[src/rtl/uart_tx.sv]
// uart_tx: 8N1 LSB-first UART transmitter gated by txclken; even parity bit when UART_TX_PARITY_EN is defined.
module uart_tx #(
  parameter int CLKS_PER_BIT = 1085
) (
  input  logic       txclk,
  input  logic       rst,
  input  logic       txclken,
  input  logic       wr_en,
  input  logic [7:0] din,
  output logic       tx,
  output logic       tx_busy,
  output logic       tx_done
);
  typedef enum logic [2:0] {IDLE, START, DATA, PARITY, STOP} state_t;
  localparam logic [15:0] LAST = 16'(CLKS_PER_BIT - 1);
  state_t state_q, state_d;
  logic [15:0] cnt_q, cnt_d;
  logic [2:0] bitpos_q, bitpos_d;
  logic [7:0] shreg_q, shreg_d;
  logic tx_q, tx_d, done_q, done_d, last;
  assign last = cnt_q == LAST;
  always_comb begin
    state_d = state_q;
    cnt_d = last ? 16'd0 : cnt_q + 16'd1;
    bitpos_d = bitpos_q;
    shreg_d = shreg_q;
    done_d = 1'b0;
    if (!txclken || state_q == IDLE) begin
      state_d = IDLE;
      cnt_d = 16'd0;
      bitpos_d = 3'd0;
      if (txclken && wr_en) begin
        shreg_d = din;
        state_d = START;
      end
    end else if (last) begin
      case (state_q)
        START: state_d = DATA;
        DATA: begin
          bitpos_d = bitpos_q + 3'd1;
`ifdef UART_TX_PARITY_EN
          state_d = (bitpos_q == 3'd7) ? PARITY : DATA;
`else
          state_d = (bitpos_q == 3'd7) ? STOP : DATA;
`endif
        end
        PARITY: state_d = STOP;
        default: begin
          state_d = IDLE;
          done_d = 1'b1;
        end
      endcase
    end
    // tx is registered from the next state so it changes on the same edge as the FSM
    tx_d = (state_d == START) ? 1'b0 :
           (state_d == DATA) ? shreg_d[bitpos_d] :
           (state_d == PARITY) ? ^shreg_d : 1'b1;
  end
  always_ff @(posedge txclk) begin
    if (rst) begin
      state_q <= IDLE;
      cnt_q <= 16'd0;
      bitpos_q <= 3'd0;
      shreg_q <= 8'd0;
      tx_q <= 1'b1;
      done_q <= 1'b0;
    end else begin
      state_q <= state_d;
      cnt_q <= cnt_d;
      bitpos_q <= bitpos_d;
      shreg_q <= shreg_d;
      tx_q <= tx_d;
      done_q <= done_d;
    end
  end
  assign tx = tx_q;
  assign tx_done = done_q;
  assign tx_busy = state_q != IDLE;
endmodule
[config.mk]
export PLATFORM = sky130hd
export DESIGN_NAME = uart_tx
export DESIGN_NICKNAME = d
export VERILOG_FILES = /design/src/rtl/uart_tx.sv
export SDC_FILE = /design/constraint.sdc
export NUM_CORES = 1
export LEC_CHECK = 0
export CAP_MARGIN = 10
export CORE_AREA = 2 2 82 84
export CTS_CLUSTER_SIZE = 20
export DETAILED_ROUTE_END_ITERATION = 8
export DIE_AREA = 0 0 84 86
export GPL_ROUTABILITY_DRIVEN = 0
export HOLD_SLACK_MARGIN = 0.02
export PLACE_DENSITY = 0.43
export SLEW_MARGIN = 25
export SYNTH_ARGS = -nofsm -noshare
export SYNTH_HDL_FRONTEND = slang
export SYNTH_SLANG_ARGS = --single-unit
[constraint.sdc]
create_clock -name txclk -period 2.3 [get_ports txclk]
set_input_delay 0.575 -clock txclk [delete_from_list [all_inputs] [get_ports txclk]]
set_output_delay 0.575 -clock txclk [all_outputs]
set_load 0.02 [all_outputs]
; Word-level counts from Yosys, hierarchy flattened
; Cells that the tools add are included.
[word_totals]
ff_bits = 32
in_bits = 12
out_inout_bits = 3
word_cells = 43
[op_classes]
addsub = 2
n_lt_le_gt_ge = 1
eq_ne = 8
muxes = 16
bitwise_logic = 1
reduce_logical = 9
[ops]
columns = cell, count
row1 = 3-bit 2-to-1 mux, 6
row2 = "16-bit by 1-bit adder with 16-bit output, second input constant", 1
row3 = "16-bit by 11-bit equality test with 1-bit output, second input constant", 1
row4 = 8-bit 2-to-1 mux, 2
row5 = "3-bit by 2-bit equality test with 1-bit output, second input constant", 4
row6 = 3-bit one-hot mux with 3 select lines, 1
row7 = 3-bit OR reduction, 3
row8 = 8-bit parity, 1
row9 = "3-bit by 1-bit equality test with 1-bit output, second input constant", 2
row10 = 1-bit 2-to-1 mux, 6
row11 = "3-bit by 4-bit less-than comparator with 1-bit output, second input constant", 1
row12 = "3-bit by 1-bit adder with 3-bit output, second input constant", 1
row13 = 1-bit binary-select mux with 3-bit select, 1
row14 = "3-bit equality test, second input constant", 1
row15 = 3-bit zero test, 1
row16 = 3-bit nonzero test, 1
row17 = 1-bit logical AND, 1
row18 = 1-bit zero test, 1
row19 = 1-bit logical OR, 1
row20 = 1-bit NOT, 1

; Logic depth before layout (Yosys ltp)
[depth]
ltp_word = 9
ltp_mapped = 9
ltp_nobuf = 8

; Least setup slack after synthesis
; OpenSTA, ideal clock, no wires.
[synth_timing]
kind = register to register
startpoint = register cnt_q[0]
endpoint = register tx_q (netlist: tx)
setup_ps = 134
t_arrival_ps = 1967
required_ps = 2166
path_slack_ps = 199
path_stages_with_launch = 10
path_buffers = 1
period_less_slack_ps = 2101
path_cell_list = dfxtp_1 -> inv_1 -> ha_1 -> nor3b_2 -> and4_4 -> buf_6 -> a211oi_2 -> mux2_2 -> a22oi_2 -> a41oi_2
[synth_between]
elab_chain_cells = 7
elab_cells_between_ends = 13
classes_between = eq/ne: 4 / mux: 9
[synth_rtl]
columns = item, line_no
row1 = "start, declared", 17  ; logic [15:0] cnt_q, cnt_d;
row2 = "start signal, assigned", 69  ; cnt_q <= cnt_d;
row3 = 16-bit by 11-bit equality test with 1-bit output (*), 21  ; assign last = cnt_q == LAST;
row4 = 3-bit 2-to-1 mux, 36  ; end else if (last) begin
row5 = 3-bit 2-to-1 mux, 28  ; if (!txclken || state_q == IDLE) begin
row6 = 1-bit binary-select mux with 3-bit select or 3-bit by 2-bit equality test with 1-bit output (tied branches), "56, 57"
row7 = 1-bit 2-to-1 mux (on tied branches), "56, 57"
row8 = 1-bit 2-to-1 mux, 56  ; (state_d == DATA) ? shreg_d[bitpos_d] :
row9 = 1-bit 2-to-1 mux (*), 55  ; tx_d = (state_d == START) ? 1'b0 :
row10 = "end signal, assigned", 72  ; tx_q <= tx_d;
row11 = "end, declared", 20  ; logic tx_q, tx_d, done_q, done_d, last;
; Mark *: on every way between the ends. The rest lies on a longest branch, timed or not. The select of a mux whose other input is x is not followed.
; A chain may end at the register's enable or synchronous reset.

; Worst setup path after layout
; Same ends and word-level chain as after synthesis.

==> results.sh <==
export IMPL_seqCellArea_um2=641
export IMPL_die_w_um=84
export IMPL_peakVddDrop_uv=188
export IMPL_maxSlewHeadroom_pct=74.1
export IMPL_synth_area_mm2=0.00179
export IMPL_firstDrtPassIters=4
export IMPL_synth_top_family_by_area="simple AND/OR/NAND/NOR gates"
export IMPL_synthFlopType="dfxtp_1"
export IMPL_totalWireLength_mm=3.87
export IMPL_drive_gt1_share_pct=14.0
export IMPL_grt_max_degree=17
export IMPL_cap_violations=0
export IMPL_synth_nets=222
export IMPL_grt_overflow=0
export IMPL_io_pins=15
export IMPL_postCtsSetupBuffers=0
export IMPL_row_count=29
export IMPL_combPwrFrac_pct=11.1
export IMPL_power_clock_fraction_pct=39.0
export IMPL_cts_hold_buf=0
export IMPL_required_ns=2.46
export IMPL_synth_top_area_cell="dfxtp_1"
export IMPL_ys_ff_latch=32
export IMPL_nFillCells=658
export IMPL_seqPwrFrac_pct=49.9
export IMPL_syn_inst=206
export IMPL_start_util_pct=28.5
export IMPL_cts_buffers=5
export IMPL_highest_layer="met4"
export IMPL_netlist_area_leader_share_pct=35.8
export IMPL_wl_met1_mm=2.00
export IMPL_core_area_mm2=0.00628
export IMPL_grt_usage_pct=11.4
export IMPL_clock_sinks=32
export IMPL_switching_share_pct=23.6
export IMPL_crit_arrival_ns=2.33
export IMPL_fmaxAchievable_mhz=460
export IMPL_yosys_warnings=0
export IMPL_ant_nets=0
export IMPL_area_delta_synth_final_pct=21.2
export IMPL_antenna_found_initial=0
export IMPL_hpwl_mm=2.79
export IMPL_ys_seq_area_share_pct=35.8
export IMPL_yosys_cell_types_count=45
export IMPL_min_period_ns=2.17
export IMPL_drv_slew=0
export IMPL_dieArea_mm2=0.00722
export IMPL_multi_input_area_mm2=0.00107
export IMPL_drc=0
export IMPL_grt_pass1_vias=1370
export IMPL_clockBufferDepth=2
export IMPL_rsz0062_at_grt="no"
export IMPL_finalSetupViolations=0
export IMPL_synth_area_top_cells="dfxtp_1, xnor2_1, nand2_1"
export IMPL_vias=1450
export IMPL_drtIter0Drc=73
export IMPL_p_switching_mw=0.269
export IMPL_async_flop_share_pct=0
export IMPL_synthXorXnorAreaFrac_pct=13.2
export IMPL_synthSimpleGateAreaFrac_pct=27.0
export IMPL_pre_cts_ws_ns=-0.203
export IMPL_mostFrequentLayoutCell="dfxtp_1"
export IMPL_finClkSkew_ns=0.00890
export IMPL_port_buffers=14
export IMPL_r2r_start="cnt_q[0]$_SDFF_PP0_"
export IMPL_grt_pass1_wl_mm=6.60
export IMPL_crit_path_start_kind="flip-flop"
export IMPL_startpoint="cnt_q[0]$_SDFF_PP0_"
export IMPL_path_class="reg -> reg"
export IMPL_pwr_density_cell_mw_per_mm2=528
export IMPL_htreeDepth=2
export IMPL_die_h_um=86
export IMPL_fin_area_mm2=0.00217
export IMPL_route_met3_wl_um=121
export IMPL_power_leakage_nw=0.762
export IMPL_syn_area_per_cell_um2=8.68
export IMPL_clkTransAtPathRegs_ns=0.07
export IMPL_clk_latency_ns=0.28
export IMPL_hold_viol=0
export IMPL_wl_met2_mm=1.72
export IMPL_synth_fa_ha_area_share_pct=2.80
export IMPL_nets=244
export IMPL_synth_compound_area_share_pct=13.3
export IMPL_fin_crit_sh_pct=94.6
export IMPL_hold_path_class="reg -> reg"
export IMPL_layout_common_cells="dfxtp_1, nand2_1, nor2_1"
export IMPL_cts_repair_resized=3
export IMPL_synth_mux_area_share_pct=2.59
export IMPL_cts_tree="built"
export IMPL_endpoint_kind="flip-flop"
export IMPL_worstMarginPinSlew_ns=0.386
export IMPL_intPower_mw=0.874
export IMPL_via_per_inst=4.74
export IMPL_antennaDiodeCount=0
export IMPL_clockRootBuffer="clkbuf_8"
export IMPL_path_max_fanout=9
export IMPL_hold_start="shreg_q[0]$_SDFF_PP0_"
export IMPL_routedWlPerCell_um=12.6
export IMPL_status="completed"
export IMPL_synth_enable_flop_cells=0
export IMPL_placed_cell_area_mm2=0.00205
export IMPL_setup_ws_ns=0.125
power by group through the flow:
stage	Clock [mW]	Combinational [mW]	Sequential [mW]
CTS	0.466	0.128	0.571
global route	0.498	0.138	0.572
global placement	0	0.126	0.584
floorplan	0	0.0758	0.583
detailed placement	0	0.126	0.584
finish	0.446	0.127	0.571
through the flow:
stage	hold slack [ns]	total power, mW	cells	util, %	setup TNS [ns]
2_1_floorplan	0.441	0.659	206	-	0
3_3_place_gp	0.479	0.710	298	32.7	-0.204
3_5_place_dp	0.477	0.709	298	32.7	-0.263
4_1_cts	0.490	1.17	306	34.3	0
5_1_grt	0.512	1.21	306	34.5	0
6_report	0.487	1.14	306	34.5	0
state kept, by name, summed over array words and instances, names as in the netlist:
signal    cells
shreg_q       8
cnt_q        16
tx            1
tx_done       1
state_q       3
bitpos_q      3
critical path, cell delays in order, from the launching register on:
cell      delay (ns)
dfxtp_1         0.32
inv_1           0.04
ha_1            0.18
nor3b_2         0.15
buf_4           0.15
and4_4          0.25
a211oi_4        0.30
mux2_2          0.39
a22oi_2         0.16
a41oi_2         0.11
layer usage:
layer | global-route usage [%] | vias up
met5 | 0 | -
met4 | 4.40 | 0
met3 | 3.27 | 2
met2 | 17.5 | 16
met1 | 15.3 | 682
li1 | - | 750
kinds of logic (layout without fill, tap and decap cells):
group / count (synthesis) / in the layout
xor gates and xnor gates: 27 / 27
and+or+nand+nor: 89 / 89
buffers and inverters: 20 / 43
adders and majority gates: 4 / 4
AOI/OAI and AO/OA: 30 / 30
muxes: 4 / 4
DFF: 32 / 32
Yosys cell counts, drive strengths merged (3+ instances only):
| library cell | number |
|---|---|
| dfxtp | 32 |
| nand2 | 24 |
| nor2 | 23 |
| xnor2 | 19 |
| nand3 | 11 |
| a21oi | 10 |
| inv | 10 |
| xor2 | 8 |
| buf | 5 |
| clkbuf | 5 |
| nor3 | 5 |
| a41oi | 4 |
| and3 | 4 |
| ha | 4 |
| and4 | 3 |
| nand4 | 3 |
| nor2b | 3 |
| nor3b | 3 |
worst paths after layout:
kind	end	slack [ns]	cells after the start
worst min register to register	shreg_q[0]$_SDFF_PP0_	0.49	2
worst max-delay path	tx$_SDFF_PP1_	0.13	9
worst max register to register	tx$_SDFF_PP1_	0.13	9
worst min-delay path	shreg_q[0]$_SDFF_PP0_	0.49	2
layout make-up:
type | instances | share of cell area [%]
multi-input cells | 154 | 49.6
flip-flops and latches | 32 | 29.6
repair buffers | 25 | 10.5
well taps | 77 | 4.45
clock buffers | 8 | 4.16
inverters | 10 | 1.73
Note: power is estimated with default switching activity, not from simulation.
